File: src/rtl/nicnac16_ctrl_pkg.sv
// Shared control encodings for the NICNAC16 sequencer: states, opcodes, opcode classes.
package nicnac16_ctrl_pkg;

    typedef enum logic [2:0] {
        IDLE    = 3'd0,
        FETCH_A = 3'd1,
        FETCH_D = 3'd2,
        DECODE  = 3'd3,
        ADDR    = 3'd4,
        READ    = 3'd5,
        WRITE   = 3'd6,
        HALT    = 3'd7
    } state_t;

    localparam logic [3:0] OP_LOAD  = 4'h1;
    localparam logic [3:0] OP_STORE = 4'h2;
    localparam logic [3:0] OP_JUMP  = 4'h3;
    localparam logic [3:0] OP_HALT  = 4'hF;

    typedef enum logic [1:0] {
        CLS_NOP   = 2'd0,
        CLS_LOAD  = 2'd1,
        CLS_STORE = 2'd2,
        CLS_JUMP  = 2'd3
    } op_class_t;

endpackage

File: src/rtl/bus_sequencer_opcode_class_decode.sv
// Combinational opcode classifier: 4-bit opcode -> 2-bit class plus halt flag.
module opcode_class_decode
    import nicnac16_ctrl_pkg::*;
(
    input  logic [3:0] i_op,
    output op_class_t  o_class,
    output logic       o_is_halt
);

    // Map opcode to class; HALT and every unlisted opcode classify as NOP.
    always_comb begin
        o_class   = CLS_NOP;
        o_is_halt = 1'b0;
        case (i_op)
            OP_LOAD:  o_class   = CLS_LOAD;
            OP_STORE: o_class   = CLS_STORE;
            OP_JUMP:  o_class   = CLS_JUMP;
            OP_HALT:  o_is_halt = 1'b1;
            default:  o_class   = CLS_NOP;
        endcase
    end

endmodule

File: src/rtl/bus_sequencer.sv
// NICNAC16 multi-cycle sequencer: fetch/decode/execute control, one-hot bus
// selects, register strobes and memory request handshake.
module bus_sequencer
    import nicnac16_ctrl_pkg::*;
(
    input  logic       CLK,
    input  logic       RST_N,
    input  logic       RUN,
    input  logic       MEM_READY,
    input  logic [3:0] IR_OP,
    output logic       SEL_A,
    output logic       SEL_B,
    output logic       SEL_C,
    output logic       SEL_D,
    output logic       MEM_REQ,
    output logic       MEM_WE,
    output logic       LD_MAR,
    output logic       LD_IR,
    output logic       LD_ACC,
    output logic       LD_PC,
    output logic       INC_PC,
    output logic       INSTR_DONE,
    output logic       HALTED,
    output logic [2:0] STATE
);

    state_t    r_state;
    state_t    w_next;
    op_class_t r_class;
    op_class_t w_dec_class;
    logic      w_is_halt;

    opcode_class_decode u_decode (
        .i_op      (IR_OP),
        .o_class   (w_dec_class),
        .o_is_halt (w_is_halt)
    );

    // State register; asynchronous reset returns to IDLE immediately.
    always_ff @(posedge CLK or negedge RST_N) begin
        if (!RST_N) begin
            r_state <= IDLE;
        end else begin
            r_state <= w_next;
        end
    end

    // Opcode class is captured in DECODE and steers ADDR/READ/WRITE.
    always_ff @(posedge CLK or negedge RST_N) begin
        if (!RST_N) begin
            r_class <= CLS_NOP;
        end else if (r_state == DECODE) begin
            r_class <= w_dec_class;
        end
    end

    // Next-state and output decode; selects/MEM_*/HALTED are Moore, strobes in wait states are Mealy on MEM_READY.
    always_comb begin
        w_next     = r_state;
        SEL_A      = 1'b0;
        SEL_B      = 1'b0;
        SEL_C      = 1'b0;
        SEL_D      = 1'b0;
        MEM_REQ    = 1'b0;
        MEM_WE     = 1'b0;
        LD_MAR     = 1'b0;
        LD_IR      = 1'b0;
        LD_ACC     = 1'b0;
        LD_PC      = 1'b0;
        INC_PC     = 1'b0;
        INSTR_DONE = 1'b0;
        HALTED     = 1'b0;
        case (r_state)
            IDLE: begin
                if (RUN) w_next = FETCH_A;
            end
            FETCH_A: begin
                SEL_A  = 1'b1;
                LD_MAR = 1'b1;
                w_next = FETCH_D;
            end
            FETCH_D: begin
                SEL_D   = 1'b1;
                MEM_REQ = 1'b1;
                if (MEM_READY) begin
                    LD_IR  = 1'b1;
                    INC_PC = 1'b1;
                    w_next = DECODE;
                end
            end
            DECODE: begin
                if (w_is_halt) begin
                    w_next = HALT;
                end else if (w_dec_class == CLS_NOP) begin
                    INSTR_DONE = 1'b1;
                    w_next     = RUN ? FETCH_A : IDLE;
                end else begin
                    w_next = ADDR;
                end
            end
            ADDR: begin
                SEL_B = 1'b1;
                case (r_class)
                    CLS_JUMP: begin
                        LD_PC      = 1'b1;
                        INSTR_DONE = 1'b1;
                        w_next     = RUN ? FETCH_A : IDLE;
                    end
                    CLS_LOAD: begin
                        LD_MAR = 1'b1;
                        w_next = READ;
                    end
                    CLS_STORE: begin
                        LD_MAR = 1'b1;
                        w_next = WRITE;
                    end
                    default: w_next = IDLE;
                endcase
            end
            READ: begin
                SEL_D   = 1'b1;
                MEM_REQ = 1'b1;
                if (MEM_READY) begin
                    LD_ACC     = 1'b1;
                    INSTR_DONE = 1'b1;
                    w_next     = RUN ? FETCH_A : IDLE;
                end
            end
            WRITE: begin
                SEL_C   = 1'b1;
                MEM_REQ = 1'b1;
                MEM_WE  = 1'b1;
                if (MEM_READY) begin
                    INSTR_DONE = 1'b1;
                    w_next     = RUN ? FETCH_A : IDLE;
                end
            end
            HALT: begin
                HALTED = 1'b1;
            end
            default: w_next = IDLE;
        endcase
    end

    assign STATE = r_state;

endmodule

File: config.mk
export PLATFORM = sky130hd
export DESIGN_NAME = bus_sequencer
export DESIGN_NICKNAME = d
export VERILOG_FILES = /design/src/rtl/nicnac16_ctrl_pkg.sv /design/src/rtl/bus_sequencer_opcode_class_decode.sv /design/src/rtl/bus_sequencer.sv
export SDC_FILE = /design/constraint.sdc
export NUM_CORES = 1
export LEC_CHECK = 0
export ABC_AREA = 1
export BUFFER_PORTS_ARGS = -buffer_cell sky130_fd_sc_hd__buf_2
export CAP_MARGIN = 5
export CORE_AREA = 3 3 40 42
export DETAILED_ROUTE_END_ITERATION = 10
export DIE_AREA = 0 0 43 45
export GPL_ROUTABILITY_DRIVEN = 1
export PLACE_DENSITY_LB_ADDON = 0.2
export SYNTH_ARGS = -nofsm -noshare
export SYNTH_HDL_FRONTEND = slang
export SYNTH_HIERARCHICAL = 1
export SYNTH_SLANG_ARGS = --single-unit
File: constraint.sdc
create_clock -name CLK -period 2.1 [get_ports CLK]
set_clock_uncertainty 0.05 [all_clocks]
set_input_delay 0.105 -clock CLK [delete_from_list [all_inputs] [get_ports CLK]]
set_output_delay 0.105 -clock CLK [all_outputs]
set_load 0.02 [all_outputs]
==> results.yml, run 1 <==
cells_and_area:
  final_cell_mix: "31 x nand2_1, 23 x buf_2, 20 x inv_1"
  diodes: 0
  regArea_um2: 125
  areaGrowthSynthToFinish_pct: 29.7
  drive_above_1_share: 0.302
  mostFrequentLayoutCell: "nand2_1"
  fill_cells: 151
  multi_input_area_um2: 299
  finalNetCount: 127
sta:
  worst_slew_pin_slew_ns: 0.277
  fin_crit_ns: 1.53
  setup_violations: 0
  fin_setup_tns_ns: 0
  fmax_mhz: 652
  final-hold-violation-count: 0
  maxSlewViolCount: 0
  post-route-period-util: 0.731
  slew_headroom: 0.815
  grt_setup_unrepaired: "false"
run_status:
  outcome: "complete, no violations"
drt:
  antenna_left: 0
  firstDrtPassIters: 4
  routed_wl_um: 1220
  wl_per_cell_um: 9.31
  vias: 580
  drtIter0Drc: 7
  viasPerCell: 4.43
  drc: 0
global_route:
  globalRouteOverflowTotal: 0
  grt_max_degree: 8
  track_usage: 0.132
  grt_pass1_wl_um: 1900
  grt_pass1_vias: 468
  antenna_found_initial: 0
worst_setup_path:
  critPathArrivalTime_ns: 1.38
  cpMaxStageDelayCell: "dfrtp_1"
  crit_path_end_kind: "output pin"
  cp_top_family: "flip-flops"
  worstPathMaxFanout: 6
  reg2reg_from: "STATE[0]"
  crit_buf_inv: 2
  max_stage_delay_ns: 0.43
  startpoint_type: "flop"
  startpoint: "STATE[0]"
  path_cells: "inv_1, nand2_2, nor2_4, nand2_1, nand3_1, buf_2"
  critPathKind: "flop to output pin"
  worstPathRequired_ns: 1.95
floorplan:
  num_rows: 13
  die_w_um: 43
  core-area_um2: 1280
  dieArea_um2: 1940
  start_util: 0.406
  pin_count: 24
  die_y_um: 45
clock_network:
  clk_latency_ns: 0.24
  cts-root-buf: "clkbuf_4"
  cts_tree: "built"
  clkSinkCount: 5
  cts_max_level: 1
  numCtsBuffers: 3
  clockBufferDepth: 2
  clk_pin_slew_ns: 0.05
pwr:
  peakVddDrop_mv: 0.726
  p_leak_nw: 0.465
  power_uw: 895
  power_density_nw_per_um2: 1320
logic_synthesis:
  avgSynthCellArea_um2: 5.80
  syn-cell-area_um2: 522
  syn_nets: 100
  synth_simple_gate_area_frac: 0.453
  seq_area_frac_synth: 0.240
  synth.distinct_cells: 18
  postSynthCellCount: 90
  synth-warning-count: 6
  synth_compound_gate_area_share: 0.0719
  synth_mux_area_frac: 0
  synth-xor-area-share: 0
  synth_top_family_by_area: "simple AND/OR/NAND/NOR gates"
  synth_seq_cells: 5
  synth_fa_ha_area_frac: 0.0480
placed_design:
  io_buffers: 23
  dp_hpwl_um: 1040
  place_congestion: 0.846
job:
  cap_violations: 0
hold_path:
  worst_hold_path_type: "input port to asynchronous set/reset pin"
-- flip-flops by register name, summed over array words and instances, names as in the netlist --
| signal | count |
|---|---|
| STATE | 3 |
| r_class | 2 |
-- stage by stage --
stage,setup slack [ns],cell area (um^2),hold slack [ns],util,instances
2_1_floorplan,0.484,522,-0.241,-,90
3_3_place_gp,0.796,641,-0.128,0.499,126
3_5_place_dp,0.800,641,-0.129,0.499,126
4_1_cts,0.553,677,0.145,0.527,131
5_1_grt,0.426,677,0.161,0.527,131
6_report,0.566,677,0.148,0.527,131
-- final timing paths --
path	to	slack (ns)	cells past startpoint
setup / recovery	INSTR_DONE	0.57	6
hold / removal	STATE[0]	0.15	2
setup reg to reg	STATE[0]	0.80	8
hold reg to reg	STATE[0]	0.54	2
max in group asynchronous	STATE[2]	1.72	2
min in group CLK	r_class[1]	0.21	5
-- Yosys cell counts, drive strengths merged --
master,n,area share
nor2,8,0.077
dfrtp,5,0.24
nand3,7,0.086
inv,22,0.16
nand4,1,0.012
a21oi,2,0.019
nand2,34,0.26
buf,2,0.029
nor3,2,0.019
o21ai,4,0.038
ha,2,0.048
o211ai,1,0.014
-- cells by family after synthesis --
logic type,Yosys count
adders and majority gates,2
buffers and inverters,24
DFF,5
and+or+nand+nor,52
AOI/OAI and AO/OA,7
-- what timing repair did --
action	4_1_cts	5_1_grt
gates resized for setup	0	0
hold buffers	1	0
buffers inserted	0	0
hold endpoints to repair	5	0
-- report_power, final --
part	total (mW)	internal, mW	switching, mW	leakage (nW)
Combinational	0.584	0.193	0.391	0.386
Clock	0.111	0.0719	0.0393	0.0150
Sequential	0.200	0.139	0.0609	0.0638
Total	0.895	0.403	0.491	0.465
-- worst reg2reg max path: stages (launching register included) --
cell and delay (ns):
dfrtp_1 0.43, inv_1 0.18, nand2_2 0.10, inv_1 0.10, nand3_1 0.09, nand3_2 0.09
inv_1 0.05, nand2_1 0.06, nand2_1 0.05
-- final cells by class --
type	count	area share
multi-input cells	61	0.442
flip-flops and latches	5	0.185
repair buffers	24	0.185
inverters	22	0.122
clock buffers	4	0.0388
well taps	15	0.0277
-- metal layers --
metal | track usage | wire, um | up-vias
li1 | - | - | 320
met1 | 0.166 | 590 | 244
met2 | 0.222 | 538 | 16
met3 | 0.0518 | 90 | 0
met4 | 0.0181 | 0 | 0
met5 | 0 | 0 | -
Note: power is estimated with default switching activity, not from simulation.
==> run 2, diff against run 1 <==
==> constraint.sdc (replaced) <==
create_clock -name CLK -period 1.6 [get_ports CLK]
set_clock_uncertainty 0.05 [all_clocks]
set_input_delay 0.08 -clock CLK [delete_from_list [all_inputs] [get_ports CLK]]
set_output_delay 0.08 -clock CLK [all_outputs]
set_load 0.02 [all_outputs]
==> run 2 against run 1 <==
Net effect:
- die area unchanged
- core utilization unchanged
- worst setup slack got worse by 0.47 ns
- final area unchanged
- sequential cell count unchanged
- global-route usage increased by 0.32 points
- combinational power increased by 32%
- final cell count unchanged
- power increased by 32%
- register-to-register slack got worse by 0.46 ns
- critical path depth decreased by 1
==> results.yml, run 2 (synthesis gave the netlist of run 1 again) <==
run_status:
  outcome: "complete, no violations"
job:
  cap_violations: 0
floorplan:
  core-area_um2: 1280
  die_y_um: 45
  pin_count: 24
  die_w_um: 43
  start_util: 0.406
  dieArea_um2: 1940
  num_rows: 13
sta:
  post-route-period-util: 0.938
  final-hold-violation-count: 0
  slew_headroom: 0.774
  fmax_mhz: 667
  fin_crit_ns: 1.50
  worst_slew_pin_slew_ns: 0.336
  maxSlewViolCount: 0
  grt_setup_unrepaired: "false"
  fin_setup_tns_ns: 0
  setup_violations: 0
  fin_ws_ns: 0.0997
global_route:
  globalRouteOverflowTotal: 0
  grt_pass1_wl_um: 2070
  grt_max_degree: 8
  grt_pass1_vias: 527
  track_usage: 0.135
  antenna_found_initial: 0
pwr:
  p_leak_nw: 0.464
  peakVddDrop_mv: 1.18
  power_density_nw_per_um2: 1740
clock_network:
  clockBufferDepth: 2
  cts_tree: "built"
  postCtsSetupBuffers: 0
  numCtsBuffers: 3
  clkSinkCount: 5
  clk_latency_ns: 0.24
  cts-root-buf: "clkbuf_4"
  clk_pin_slew_ns: 0.04
  cts_max_level: 1
drt:
  viasPerCell: 4.48
  antenna_left: 0
  vias: 587
  drc: 0
  firstDrtPassIters: 4
  wl_per_cell_um: 9.32
  drtIter0Drc: 9
  routed_wl_um: 1220
cells_and_area:
  largest_register_ffs: 3
  finalNetCount: 127
  mostFrequentLayoutCell: "nand2_1"
  final_cell_count_no_fill: 131
  diodes: 0
  areaGrowthSynthToFinish_pct: 29.7
  final_cell_mix: "31 x nand2_1, 23 x buf_2, 19 x inv_1"
  drive_above_1_share: 0.310
placed_design:
  dp_hpwl_um: 1030
  pre_cts_ws_ns: 0.325
  dp.cells: 126
  place_congestion: 0.808
  io_buffers: 23
worst_setup_path:
  critPathKind: "flop to output pin"
  worstPathRequired_ns: 1.47
  startpoint_type: "flop"
  critPathArrivalTime_ns: 1.37
  crit_path_end_kind: "output pin"
  worstPathMaxFanout: 7
hold_path:
  worst_hold_path_type: "input port to asynchronous set/reset pin"
[run 2: power by group]
group | switching, mW | leakage, nW | internal [mW] | total, mW
sequential | 0.0829 | 0.0638 | 0.182 | 0.265
clock | 0.0493 | 0.0150 | 0.0941 | 0.143
combinational | 0.515 | 0.385 | 0.255 | 0.770
total | 0.647 | 0.464 | 0.531 | 1.18
[run 2: metrics by stage]
| step | cell area, um^2 | hold WS, ns | util | power [mW] |
|---|---|---|---|---|
| CTS | 677 | 0.124 | 0.527 | 1.19 |
| global route | 677 | 0.140 | 0.527 | 1.30 |
| finish | 677 | 0.129 | 0.527 | 1.18 |
| floorplan | 522 | -0.266 | - | 0.825 |
| detailed placement | 641 | -0.151 | 0.499 | 1.03 |
| global placement | 641 | -0.152 | 0.499 | 1.03 |
[run 2: layer usage]
metal	vias up	routed length, um	part of all wire	GRT usage
met5	-	0	0	0
met4	0	0	0	0
met3	0	76	0.062	0.0438
met2	14	560	0.46	0.234
met1	252	584	0.48	0.178
li1	321	-	-	-
[run 2: cell type report]
class                           instances  area (um^2)
Fill cell                             148          608
Inverter                               22         82.6
Tap cell                               15         18.8
Clock buffer                            4         26.3
Sequential cell                         5          125
Multi-Input combinational cell         61          299
Timing Repair Buffer                   24          125
[run 2: repair_timing]
item	4_1_cts	5_1_grt
endpoints found under the setup margin	0	2
hold buffers	1	0
gates resized for setup	0	1
endpoints found under the hold margin	5	0
[run 2: critical path: stages (launching register included)]
cell     delay [ns]
dfrtp_1        0.46
nand2_2        0.10
nor2_2         0.23
nand2_1        0.10
nand3_1        0.08
buf_2          0.16
[run 2: worst paths after layout]
path | start | to | slack, ns | depth (start not counted)
setup / recovery | STATE[1] | INSTR_DONE | 0.1 | 5
hold / removal | RST_N | r_class[1] | 0.13 | 2
setup reg to reg | STATE[1] | STATE[2] | 0.34 | 6
hold reg to reg | STATE[0] | STATE[0] | 0.56 | 2
max in group asynchronous | RST_N | STATE[2] | 1.24 | 2
min in group CLK | RUN | STATE[0] | 0.16 | 5
